<file path="src/rtl/lr_sc_reservation_table.sv">
// Per-hart LR/SC reservation table: granule tags, forward-progress timeout, cross-hart store snoop.
// SC result is registered and appears one cycle after the SC request; there is no backpressure.
module lr_sc_reservation_table #(
  parameter int XLEN         = 32,
  parameter int NUM_HARTS    = 2,
  parameter int GRANULE_BITS = 2,
  parameter int TIMEOUT      = 64,
  localparam int HID_W       = (NUM_HARTS > 1) ? $clog2(NUM_HARTS) : 1,
  localparam int TW          = (TIMEOUT > 0) ? $clog2(TIMEOUT + 1) : 1
) (
  input  logic                 clk,
  input  logic                 reset,
  input  logic                 req_valid,
  input  logic                 req_is_sc,
  input  logic [HID_W-1:0]     req_hart,
  input  logic [XLEN-1:0]      req_addr,
  input  logic                 st_valid,
  input  logic [HID_W-1:0]     st_hart,
  input  logic [XLEN-1:0]      st_addr,
  input  logic [NUM_HARTS-1:0] flush,
  output logic                 resp_valid,
  output logic [HID_W-1:0]     resp_hart,
  output logic                 resp_sc_success,
  output logic [NUM_HARTS-1:0] resv_valid
);

  localparam int TAG_W = XLEN - GRANULE_BITS;

  logic [NUM_HARTS-1:0] valid_q;
  logic [TAG_W-1:0]     tag_q   [NUM_HARTS];
  logic [TW-1:0]        timer_q [NUM_HARTS];

  logic [TAG_W-1:0]     req_tag;
  logic [TAG_W-1:0]     st_tag;
  logic                 req_ok;
  logic                 st_ok;
  logic                 sc_fire;
  logic                 sc_succ;
  logic [NUM_HARTS-1:0] st_kill;
  logic [NUM_HARTS-1:0] sc_kill;
  logic [NUM_HARTS-1:0] req_match;
  logic                 unused_addr_bits;

  assign req_tag          = req_addr[XLEN-1:GRANULE_BITS];
  assign st_tag           = st_addr[XLEN-1:GRANULE_BITS];
  assign unused_addr_bits = ^{req_addr[GRANULE_BITS-1:0], st_addr[GRANULE_BITS-1:0]};
  assign req_ok           = req_valid && (32'(req_hart) < NUM_HARTS);
  assign st_ok            = st_valid && (32'(st_hart) < NUM_HARTS);
  assign sc_fire          = req_ok && req_is_sc;

  always_comb begin
    sc_succ   = 1'b0;
    st_kill   = '0;
    sc_kill   = '0;
    req_match = '0;
    for (int h = 0; h < NUM_HARTS; h++) begin
      req_match[h] = valid_q[h] && (tag_q[h] == req_tag);
      st_kill[h]   = st_ok && (st_hart != HID_W'(h)) && valid_q[h] && (tag_q[h] == st_tag);
      // Snoop is ordered ahead of the SC, so a same-cycle foreign store wins.
      if (sc_fire && (req_hart == HID_W'(h)))
        sc_succ = req_match[h] && ((TIMEOUT == 0) || (timer_q[h] != '0)) && !flush[h] && !st_kill[h];
    end
    for (int h = 0; h < NUM_HARTS; h++)
      sc_kill[h] = sc_succ && (req_hart != HID_W'(h)) && req_match[h];
  end

  always_ff @(posedge clk) begin
    if (reset) begin
      valid_q <= '0;
      for (int h = 0; h < NUM_HARTS; h++) begin
        tag_q[h]   <= '0;
        timer_q[h] <= '0;
      end
    end else begin
      for (int h = 0; h < NUM_HARTS; h++) begin
        if (flush[h]) begin
          valid_q[h] <= 1'b0;
        end else if (req_ok && (req_hart == HID_W'(h))) begin
          valid_q[h] <= !req_is_sc;
          if (!req_is_sc) begin
            tag_q[h]   <= req_tag;
            timer_q[h] <= TW'(TIMEOUT);
          end
        end else if (st_kill[h] || sc_kill[h]) begin
          valid_q[h] <= 1'b0;
        end else if (valid_q[h] && (TIMEOUT != 0)) begin
          timer_q[h] <= timer_q[h] - 1'b1;
          if (timer_q[h] == TW'(1))
            valid_q[h] <= 1'b0;
        end
      end
    end
  end

  always_ff @(posedge clk) begin
    if (reset) begin
      resp_valid      <= 1'b0;
      resp_hart       <= '0;
      resp_sc_success <= 1'b0;
    end else begin
      resp_valid      <= sc_fire;
      resp_sc_success <= sc_succ;
      if (sc_fire)
        resp_hart <= req_hart;
    end
  end

  assign resv_valid = valid_q;

endmodule

</file>
<file path="config.mk">
export PLATFORM = sky130hd
export DESIGN_NAME = lr_sc_reservation_table
export DESIGN_NICKNAME = d
export VERILOG_FILES = /design/src/rtl/lr_sc_reservation_table.sv
export SDC_FILE = /design/constraint.sdc
export NUM_CORES = 1
export LEC_CHECK = 0
export ABC_CLOCK_PERIOD_IN_PS = 7800
export BUFFER_PORTS_ARGS = -buffer_cell sky130_fd_sc_hd__buf_2
export CORE_MARGIN = 10
export CORE_UTILIZATION = 45
export DETAILED_ROUTE_END_ITERATION = 16
export GPL_ROUTABILITY_DRIVEN = 1
export PLACE_DENSITY = 0.77
export SLEW_MARGIN = 25
export SYNTH_ARGS = -nofsm -noshare
export SYNTH_HDL_FRONTEND = slang
export SYNTH_SLANG_ARGS = --single-unit
</file>
<file path="constraint.sdc">
create_clock -name clk -period 7.8 [get_ports clk]
set_input_delay 1.95 -clock clk [delete_from_list [all_inputs] [get_ports clk]]
set_output_delay 1.95 -clock clk [all_outputs]
set_load 0.03 [all_outputs]
</file>
**After elaboration in Yosys (flattened, before gate mapping)**

Memories as Yosys holds them, arrays and structs flattened.
Index checks and enable logic that the tools add are counted.

- Bits in registers: 5
- RAM bits: 74
- Logic and storage cells: 96
- Memories: 2

Memories:

| name | words | width | read ports | clocked after Yosys merged registers in | write ports | RTL line | text |
|---|---|---|---|---|---|---|---|
| tag_q | 2 | 30 | 2 | 0 | 2 | 30 | `logic [TAG_W-1:0] tag_q [NUM_HARTS];` |
| timer_q | 2 | 7 | 2 | 0 | 2 | 31 | `logic [TW-1:0] timer_q [NUM_HARTS];` |

- Add/sub/neg operators: 2
- Equal/unequal tests: 6
- Muxes and demuxes: 39
- Bitwise operators: 8
- Reductions and logical operators: 34

Operators by type and width:

| operator | number |
|---|---|
| 30-bit equality test | 4 |
| 30-bit two-way mux | 2 |
| 1-bit two-way mux | 33 |
| 7-bit two-way mux | 4 |
| 1-bit logical AND | 23 |
| 7-bit by 1-bit equality test with 1-bit output (second input constant) | 2 |
| 7-bit nonzero test | 2 |
| 7-bit by 1-bit subtractor with 7-bit output (second input constant) | 2 |
| 1-bit bitwise OR | 6 |
| 1-bit zero test | 5 |
| 2-bit OR reduction | 2 |
| 1-bit logical OR | 2 |
| 1-bit inverter | 2 |

**Depth between registers and ports, before layout**

- Depth in word-level cells: 16
- Mapped depth: 8
- Gate-level depth less buffers: 7

**Least setup slack after synthesis**

Ideal clock, no wire load.

- Path kind: input-to-reg
- Start: in req_addr[5]
- End: mem timer_q[1][0] (netlist bit), enable pin
- Arrival: 3.744 ns
- Required time: 7.480 ns
- Setup slack: 3.737 ns
- Stages on the path: 7
- Buffers on the path: 0
- Path through: xnor2_1 -> nand4_1 -> or4_4 -> nor4_4 -> nand3_2 -> o31ai_4 -> nand3_1

RTL lines:

| element | RTL line | text |
|---|---|---|
| start, declared | 16 | `input logic [XLEN-1:0] req_addr,` |
| end, declared | 31 |  |

==> results.toml <==
[cells_and_area]
nNetsFinal = 521
area_delta_synth_final_pct = 17.0
final_layout_size_suffix_gt1_share_pct = 21.7
ff_latch_area_sq_mm = 0.00232
n_antenna_cell = 0
design_area_sq_mm = 0.00514
layout.core_utilization_pct = 54.8
multiInputGateArea_sq_mm = 0.00202
fillers = 838

[global_route]
global_route.overflow_total = 0
number_of_global_route_vias_before_repair = 3264
grt_max_degree = 33
grt_pass1_wl_um = 16900
grt_antenna_before_repair = 0
globalRouteTotalUtil_pct = 15.3

[placement]
numPortBuffers = 73
post-place-ws_ns = 3.03
detailed_place.area_sq_mm = 0.00491
gp_routability_congestion = 0.903
place.detailed.hpwl_um = 8550

[die]
placeableCoreArea_sq_mm = 0.00937
die_w_um = 119
design.portCount = 78
rows = 35
die_area_sq_mm = 0.0141
initial_utilization_pct = 46.8
die_ht_um = 119

[clocking]
htree_levels = 3
clock_tree.buffer_depth = 2
holdBufCountCts = 0
tritoncts = "built"
clk-insertion-delay-late_ns = 0.36
cts_root_buf = "sky130_fd_sc_hd__clkbuf_8"
clock_sink_count = 79
clock_pin_transition_on_the_worst_setup_and_hold_timing_paths_ns = 0.08
postCtsResizedCells = 0
number_of_post_cts_setup_repair_buffers = 0
number_of_buffers_added_by_the_clock_tree_synthesis_step = 9

[routing]
wire_length_per_cell_after_detailed_routing_um = 19.2
drt_iter0_markers = 145
avgViaCountPerCell = 5.21
detailroute.via_count = 3002
drc = 0
first_pass_iters = 7
ant_nets = 0
finalWirelength_um = 11100

[worst_setup_path]
critical_path_fanouts_max = 10
crit_end = "timer_q[0][5]"
critical_path_source_type = "input port"
timing.setup.critical_path_class = "input port to flip-flop"
worst-r2r-setup-slack_ns = 4.58
rr_endpoint = "timer_q[0][5]"
critical_path_arrival_ns = 4.56
crit_path_start = "req_addr[4]"
r2r-start = "tag_q[0][35]"
setup.worst_path.end_class = "flip-flop"
rr_worst_depth = 7
worst_ep_required_time_ns = 7.86

[synth]
synthMostInstantiatedCell = "sky130_fd_sc_hd__xnor2_1"
part_of_the_yosys_area_used_for_sequential_elements_pct = 52.9
synth_ff_type = "sky130_fd_sc_hd__edfxtp_1"
synthesis.yosys.warnings = 0
synth-edff-count = 74
postSynthAreaPerCell_sq_um = 12.2
synth.top_cells.by_count = "sky130_fd_sc_hd__xnor2_1, sky130_fd_sc_hd__edfxtp_1, sky130_fd_sc_hd__xor2_1"
syn_nets = 440
synth_async_sr_flop_share_pct = 0
synthesis.instances = 361
yosys-top-cells-area = "sky130_fd_sc_hd__edfxtp_1, sky130_fd_sc_hd__xnor2_1, sky130_fd_sc_hd__xor2_1, sky130_fd_sc_hd__nor2b_1, sky130_fd_sc_hd__nand4_1"
netlist_area_sq_mm = 0.00439
register_bit_total_from_synthesis = 79
synth_top_area_share_pct = 50.6
synth_cell_type_count = 34
synthDominantAreaCellType = "sky130_fd_sc_hd__edfxtp_1"

[timing]
fin_tns_setup_ns = 0
post-route-min-period_ns = 4.50
final_setup_violation_count = 0
worst_pin_slew_ns = 0.817
fin_crit_sh_pct = 57.7
finalMaxSlewViolations = 0
max-slew-margin-rel_pct = 45.5
fmax_mhz = 222
fin_skew_ns = 0.0104
setup_slack_ns = 3.30
setup_repair_after_global_routing_missed_its_margin = "no"
finalHoldViolCount = 0

[pwr]
power_density_mw_per_mm2 = 195
static-leakage-power_nw = 1.83
worst_ir_drop_on_vdd_v = 0.0000972
p_total_mw = 1.00

[status]
run_status = "complete, no violations"

[min_path]
hold_path.class = "flip-flop to flip-flop"

[flow_run]
drv.max_cap_violation_count = 0
state kept, by name, summed over array words and instances (netlist names):
register / flops
resv_valid: 2
tag_q: 60
resp_sc_success: 1
resp_valid: 1
resp_hart: 1
timer_q: 14
logic make-up (layout without fill, tap and decap cells):
family          Yosys count  in the layout  share of synthesized area, %
compound gates           12             12                          2.22
xor+xnor                129            129                          25.7
fa+ha+maj                 6              6                          1.71
buf+inv                  12             98                          1.11
flops                    79             79                          52.9
mux                       1              1                         0.228
simple gates            122            122                          16.1
per-stage QoR:
| stage | hold slack (ns) | std cells |
|---|---|---|
| 3_5_place_dp | 0.452 | 560 |
| 6_report | 0.461 | 576 |
| 4_1_cts | 0.464 | 576 |
| 5_1_grt | 0.487 | 576 |
| 2_1_floorplan | 0.570 | 361 |
| 3_3_place_gp | 0.441 | 560 |
final cells by class:
type                            count  area share, %
Clock buffer                       14           3.75
Clock inverter                      2          0.682
Inverter                            7          0.512
Multi-Input combinational cell    270           39.3
Sequential cell                    79           45.2
Tap cell                          129           3.14
Timing Repair Buffer               75           7.41
worst min-delay path by stage:
stage | endpoint | slack, ns | startpoint | depth (start not counted)
3_3_place_gp | resp_hart | 0.44 | resp_hart | 2
2_1_floorplan | timer_q[0][5] | 0.57 | timer_q[0][5] | 2
4_1_cts | resp_hart | 0.46 | resp_hart | 2
5_1_grt | resp_hart | 0.49 | resp_hart | 2
6_report | resp_hart | 0.46 | resp_hart | 2
3_5_place_dp | resp_hart | 0.45 | resp_hart | 2
critical path, cell delays in order:
cell and delay [ns]:
sky130_fd_sc_hd__buf_2 0.13, sky130_fd_sc_hd__xnor2_1 0.23, sky130_fd_sc_hd__nand4_1 0.16, sky130_fd_sc_hd__nor4_1 0.45, sky130_fd_sc_hd__nand4_1 0.32, sky130_fd_sc_hd__a2111oi_0 0.68
sky130_fd_sc_hd__a31o_2 0.40, sky130_fd_sc_hd__nand2b_1 0.25
layout by cell type, fill, tap and decap left out, drive strengths merged:
master / Yosys / layout
a2111oi: 1 / 1
a211oi: 1 / 1
a21oi: 2 / 2
a31o: 1 / 1
a31oi: 2 / 2
and2: 4 / 4
buf: 1 / 75
bufinv: 0 / 1
clkbuf: 4 / 14
clkinv: 0 / 1
dfxtp: 5 / 5
edfxtp: 74 / 74
ha: 6 / 6
inv: 7 / 7
mux2i: 1 / 1
nand2: 9 / 9
nand2b: 4 / 4
nand3: 4 / 4
nand4: 24 / 24
nand4b: 2 / 2
nor2: 21 / 21
nor2b: 30 / 30
nor3: 6 / 6
nor4: 15 / 15
o2111ai: 1 / 1
o21ai: 2 / 2
o311a: 1 / 1
o31ai: 1 / 1
or2: 1 / 1
or3: 1 / 1
or4: 1 / 1
xnor2: 87 / 87
xor2: 42 / 42
where the power goes:
group	total [mW]	switching [mW]	internal, mW
Sequential	0.515	0.0231	0.492
Clock	0.341	0.150	0.191
Combinational	0.144	0.0776	0.0667
Total	1.00	0.251	0.750
layer usage:
metal / wire (um) / share of wire [%] / vias to the layer above / track usage (%)
li1: - / - / 1436 / -
met1: 4570 / 41 / 1449 / 18.2
met2: 5710 / 51 / 97 / 26.2
met3: 549 / 5.0 / 20 / 3.52
met4: 260 / 2.3 / 0 / 5.95
met5: 0 / 0 / - / 0
No activity file was read; power rests on OpenSTA's default activity.
